File: config.mk
export PLATFORM = sky130hd
export DESIGN_NAME = sender_arbiter
export DESIGN_NICKNAME = d
export VERILOG_FILES = /design/src/rtl/sender_arbiter_pkg.sv /design/src/rtl/sender_arbiter_dffs.sv /design/src/rtl/sender_arbiter_sync2.sv /design/src/rtl/sender_arbiter.sv
export SDC_FILE = /design/constraint.sdc
export NUM_CORES = 1
export LEC_CHECK = 0
export ABC_CLOCK_PERIOD_IN_PS = 1600
export CORE_MARGIN = 5
export CORE_UTILIZATION = 25
export DETAILED_ROUTE_END_ITERATION = 10
export GPL_TIMING_DRIVEN = 0
export PLACE_DENSITY_LB_ADDON = 0.3
export SLEW_MARGIN = 20
export SYNTH_ARGS = -nofsm -noshare
export SYNTH_HDL_FRONTEND = slang
export SYNTH_SLANG_ARGS = --single-unit
File: constraint.sdc
create_clock -name clk_tx -period 1.6 [get_ports clk_tx]
set_clock_uncertainty 0.2 [all_clocks]
set_input_delay 0.24 -clock clk_tx [delete_from_list [all_inputs] [get_ports clk_tx]]
set_output_delay 0.24 -clock clk_tx [all_outputs]
set_load 0.005 [all_outputs]
File: src/rtl/sender_arbiter_pkg.sv
// Shared constants for the bundled-data channel: default bus width, counter
// width and the 2-bit state encoding used by the sender.
package sender_arbiter_pkg;

    localparam int unsigned DATA_MSB_DEF = 7;
    localparam int unsigned CNT_W        = 16;

    localparam logic [1:0] ST_IDLE   = 2'd0;
    localparam logic [1:0] ST_LOAD   = 2'd1;
    localparam logic [1:0] ST_REQ_HI = 2'd2;
    localparam logic [1:0] ST_REQ_LO = 2'd3;

    typedef enum logic [1:0] {
        IDLE   = ST_IDLE,
        LOAD   = ST_LOAD,
        REQ_HI = ST_REQ_HI,
        REQ_LO = ST_REQ_LO
    } state_t;

endpackage

File: src/rtl/sender_arbiter_dffs.sv
// Single D flop with asynchronous active-high reset to zero.
module sender_arbiter_dffs (
    input  logic clk,
    input  logic reset,
    input  logic d,
    output logic q
);

    always_ff @(posedge clk or posedge reset) begin
        if (reset) begin
            q <= 1'b0;
        end else begin
            q <= d;
        end
    end

endmodule

File: src/rtl/sender_arbiter_sync2.sv
// Two-flop synchronizer bringing an asynchronous level into the local clock.
module sender_arbiter_sync2 (
    input  logic clk,
    input  logic reset,
    input  logic d,
    output logic q
);

    logic meta;

    sender_arbiter_dffs u_ack_m (
        .clk   (clk),
        .reset (reset),
        .d     (d),
        .q     (meta)
    );

    sender_arbiter_dffs u_ack_s (
        .clk   (clk),
        .reset (reset),
        .d     (meta),
        .q     (q)
    );

endmodule

File: src/rtl/sender_arbiter.sv
// Transmit side of the 4-phase bundled-data channel: round-robin arbitration
// among NSRC sources and full req/ack sequencing of each transfer.
module sender_arbiter
    import sender_arbiter_pkg::*;
#(
    parameter int unsigned DATA_MSB = DATA_MSB_DEF,
    parameter int unsigned NSRC     = 4
) (
    input  logic                         clk_tx,
    input  logic                         reset,
    input  logic [NSRC-1:0]              src_valid,
    input  logic [NSRC*(DATA_MSB+1)-1:0] src_data,
    output logic [NSRC-1:0]              src_done,
    output logic                         req,
    output logic [DATA_MSB:0]            data,
    input  logic                         ack,
    output logic                         busy,
    output logic [CNT_W-1:0]             xfer_cnt
);

    localparam int unsigned DW = DATA_MSB + 1;
    localparam int unsigned SW = $clog2(NSRC);

    state_t            state;
    state_t            state_nxt;
    logic              ack_s;
    logic [1:0]        fill;
    logic [SW-1:0]     ptr;
    logic [SW-1:0]     ptr_nxt;
    logic [SW-1:0]     gid;
    logic [SW-1:0]     gid_nxt;
    logic [SW-1:0]     win;
    logic              found;
    int unsigned       idx;
    logic              req_nxt;
    logic [DW-1:0]     data_nxt;
    logic [NSRC-1:0]   done_nxt;
    logic [CNT_W-1:0]  cnt_nxt;
    logic [DW-1:0]     words [NSRC];

    sender_arbiter_sync2 u_ack_sync (
        .clk   (clk_tx),
        .reset (reset),
        .d     (ack),
        .q     (ack_s)
    );

    for (genvar g = 0; g < NSRC; g++) begin : g_word
        assign words[g] = src_data[g*DW +: DW];
    end

    // Priority encoder rotated so that the search starts at ptr.
    always_comb begin
        win   = '0;
        found = 1'b0;
        idx   = 0;
        for (int unsigned i = 0; i < NSRC; i++) begin
            idx = 32'(ptr) + i;
            if (idx >= NSRC) begin
                idx = idx - NSRC;
            end
            if (!found && src_valid[SW'(idx)]) begin
                found = 1'b1;
                win   = SW'(idx);
            end
        end
    end

    // Next-state and registered-output logic.
    always_comb begin
        state_nxt = state;
        req_nxt   = req;
        data_nxt  = data;
        gid_nxt   = gid;
        ptr_nxt   = ptr;
        done_nxt  = '0;
        cnt_nxt   = xfer_cnt;
        case (state)
            IDLE: begin
                // fill[1] keeps the guard honest until ack_s reflects the real ack after reset.
                if (found && !ack_s && fill[1]) begin
                    data_nxt  = words[win];
                    gid_nxt   = win;
                    state_nxt = LOAD;
                end
            end
            LOAD: begin
                req_nxt   = 1'b1;
                state_nxt = REQ_HI;
            end
            REQ_HI: begin
                if (ack_s) begin
                    req_nxt       = 1'b0;
                    done_nxt[gid] = 1'b1;
                    cnt_nxt       = xfer_cnt + CNT_W'(1);
                    state_nxt     = REQ_LO;
                end
            end
            REQ_LO: begin
                if (!ack_s) begin
                    ptr_nxt   = (gid == SW'(NSRC - 1)) ? '0 : gid + SW'(1);
                    state_nxt = IDLE;
                end
            end
            default: state_nxt = IDLE;
        endcase
    end

    always_ff @(posedge clk_tx or posedge reset) begin
        if (reset) begin
            state    <= IDLE;
            req      <= 1'b0;
            data     <= '0;
            src_done <= '0;
            xfer_cnt <= '0;
            ptr      <= '0;
            gid      <= '0;
            fill     <= '0;
        end else begin
            state    <= state_nxt;
            req      <= req_nxt;
            data     <= data_nxt;
            src_done <= done_nxt;
            xfer_cnt <= cnt_nxt;
            ptr      <= ptr_nxt;
            gid      <= gid_nxt;
            fill     <= {fill[0], 1'b1};
        end
    end

    assign busy = (state != IDLE);

endmodule

==> flow_metrics.env <==
export IMPL_netlist_area_mm2=0.001934
export IMPL_grt_pass1_wl_um=8507
export IMPL_nets=335
export IMPL_wl_per_cell_um=13.38
export IMPL_startpoint_type="flop"
export IMPL_slowest_stage="dfrtp_2"
export IMPL_ff2ff_setup_slack_ps=-160
export IMPL_grt_max_degree=23
export IMPL_synth_simple_area_share_pct=13.91
export IMPL_slew_viol_final=0
export IMPL_cp_num_cells=6
export IMPL_avgSynthCellArea_um2=11.31
export IMPL_grt_pass1_vias=1750
export IMPL_synthAdderAreaFrac_pct=5.821
export IMPL_viasPerCell=4.328
export IMPL_layout_setup_ws_ps=-158.3
export IMPL_p_seq_share_pct=32.4
export IMPL_gr_total_overflow=0
export IMPL_synthXorXnorAreaFrac_pct=6.792
export IMPL_num_vias=1688
export IMPL_htree_levels=2
export IMPL_r2r_end="data[5]"
export IMPL_dp_hpwl_um=3533
export IMPL_crit_buf_inv=1
export IMPL_grt_antenna_before_repair=0
export IMPL_p_leak_nw=1.662
export IMPL_required_ps=1570
export IMPL_ys_ff_latch=39
export IMPL_p_sw_mw=1.526
export IMPL_tns_ps=-1201
export IMPL_p_comb_share_pct=53.1
export IMPL_ir_drop_mv=0.3822
export IMPL_clkPwrFrac_pct=14.5
export IMPL_drtIter0Drc=25
export IMPL_outcome="complete, but fails checks"
export IMPL_drc=0
export IMPL_clkTransAtPathRegs_ps=80
export IMPL_core_mm2=0.007647
export IMPL_violations="negative setup slack"
export IMPL_synth_seq_area_share_pct=50.45
export IMPL_fmax_mhz=568.7
export IMPL_synthesis_nets=219
export IMPL_worst_setup_path_end_kind="flop"
export IMPL_hold_class="in -> async"
export IMPL_cp_arrival_ps=1730
export IMPL_hold_violations=0
export IMPL_final_util_pct=45.06
export IMPL_fin_crit_sh_pct=109.9
export IMPL_numCtsBuffers=5
export IMPL_dr_pass1_iters=4
export IMPL_dieArea_mm2=0.009596
export IMPL_synth_cell_types=36
export IMPL_maxCapViolations=0
export IMPL_p_per_area_mw_per_mm2=1271
export IMPL_clkSinkCount=39
export IMPL_area_growth_pct=78.14
export IMPL_ant_nets=0
export IMPL_diodes=0
export IMPL_drive_above_1_share_pct=38.54
export IMPL_ys_warn_count=0
export IMPL_path_max_fanout=5
export IMPL_reg2reg_from="ptr[0]"
export IMPL_rows=32
export IMPL_crit_chain="nor2b_4, a21oi_4, o221ai_4, buf_6, mux2i_2, o221ai_2"
export IMPL_gp_congestion=0.7698
export IMPL_power_share_switching_pct=34.83
export IMPL_grtUsageTotal_pct=10.93
export IMPL_intPower_mw=2.854
export IMPL_finalCriticalPeriod_ps=1758
export IMPL_pin_count=69
export IMPL_synth_top_family_by_area="simple AND/OR/NAND/NOR gates"
export IMPL_die_h_um=97.96
export IMPL_max_clock_path_buffers=2
export IMPL_start_util_pct=25.29
export IMPL_r2r_cells=6
export IMPL_syn_inst=171
export IMPL_rsz0062_at_grt="yes"
export IMPL_finalWirelength_um=5219
export IMPL_slowest_delay_ps=440
export IMPL_critical_path_top_delay_family="flip-flops"
export IMPL_crit_type="reg -> reg"
export IMPL_die_x_um=97.96
export IMPL_n_fill_cell=697
export IMPL_cts_root_buf="clkbuf_8"
export IMPL_yosys_mux_area_fraction_pct=10.54
export IMPL_setup_violations=12
export IMPL_io_buffers=68
export IMPL_preCtsSetupSlack_ps=-727.1
export IMPL_synth_compound_area_share_pct=9.250
export IMPL_cts_tree="done"
export IMPL_clk_latency_ps=290
## cell families (layout without fill, tap and decap cells)
group	after synthesis	after routing
buffers and inverters	13	130
other	1	1
adders and majority gates	9	9
AOI/OAI and AO/OA	21	21
and+or+nand+nor	53	53
muxes	20	20
DFF	39	39
xor gates and xnor gates	15	15
## cell usage after synthesis, drive strengths merged
cell	number	area, um^2
nand4	6	37.54
o31ai	1	7.510
buf	3	21.27
nor4	1	6.260
or2	1	6.260
nor3b	1	12.51
o221ai	9	96.35
nand2	20	75.07
dfrtp	39	975.9
nor2	6	22.52
nand2b	1	6.260
nor3	1	5.000
xnor2	13	113.9
o22ai	2	12.51
a211oi	1	7.510
mux2	3	33.78
a21oi	2	13.76
conb	1	3.750
mux2i	17	170.2
nor2b	3	21.27
a21o	1	7.510
inv	8	30.03
o21ai	3	18.77
o211ai	1	7.510
and4	1	8.760
and3	6	37.54
nand3	6	30.03
clkbuf	2	7.510
xor2	2	17.52
ha	9	112.6
a21boi	1	7.510
## power by group through the flow
| stage | Clock, mW | Combinational, mW | Sequential, mW |
|---|---|---|---|
| after floorplan | 0 | 0.845 | 1.48 |
| after global placement | 0 | 1.52 | 1.50 |
| after detailed placement | 0 | 1.54 | 1.50 |
| after CTS | 0.667 | 1.95 | 1.42 |
| after global routing | 0.710 | 2.54 | 1.46 |
| final | 0.635 | 2.33 | 1.42 |
## through the flow
step                      instance area, um^2  cells  hold slack, ps  power, mW
after CTS                                3169    378           75.81      4.037
after global routing                     3446    390           101.2      4.710
after global placement                   2760    341           134.9      3.014
final                                    3446    390           67.14      4.380
after detailed placement                 2788    342           137.1      3.042
after floorplan                          1952    171           71.43      2.322
## what timing repair did
action                     CTS  global route
setup endpoints to repair   51            30
cloned                       1             1
resized for setup           55            62
pin swaps                   13            24
hold buffers                 0             0
buffers inserted            27            12
## worst max path at each step
stage	to	from
6_report	data[5]	ptr[0]
4_1_cts	data[5]	ptr[0]
3_5_place_dp	data[2]	src_valid[0]
3_3_place_gp	state[1]	src_valid[1]
5_1_grt	data[5]	ptr[0]
2_1_floorplan	data[0]	ptr[0]
## placed cells by master (no fill, tap or decap), types with 4 or more instances in the layout
cell,n
buf_4,33
nand4_1,6
clkdlybuf4s50_1,38
xnor2_1,12
mux2i_1,9
clkbuf_8,5
dfrtp_1,35
dlymetal6s2s_1,4
ha_1,6
o221ai_2,7
buf_6,10
nand2_1,18
mux2i_2,8
dlygate4sd2_1,21
dfrtp_2,4
inv_1,4
and3_1,5
## layer usage
| metal | GRT usage [%] | vias to the layer above | routed length (um) |
|---|---|---|---|
| met1 | 12.88 | 820 | 2243 |
| met4 | 3.514 | 0 | 66 |
| met5 | 0 | - | 0 |
| met3 | 2.571 | 8 | 150 |
| li1 | - | 838 | - |
| met2 | 19.53 | 22 | 2759 |
## state kept, by name, summed over array words and instances (netlist names)
| name | cells |
|---|---|
| req | 1 |
| fill | 2 |
| src_done | 4 |
| u_ack_sync.u_ack_s.q | 1 |
| state | 2 |
| gid | 2 |
| ptr | 2 |
| data | 8 |
| u_ack_sync.u_ack_m.q | 1 |
| xfer_cnt | 16 |
## layout make-up
class                           instances  area [um^2]  area share (%)
Multi-Input combinational cell        119         1161           33.70
Timing Repair Buffer                  109         1006           29.19
Sequential cell                        39        980.9           28.47
Clock buffer                            5        68.82           1.997
Inverter                                8        32.53          0.9441
Buffer                                  5        53.80           1.561
Tap cell                              102        127.6           3.704
Clock inverter                          3        15.01          0.4357
Power figures use the tool's default switching activity.
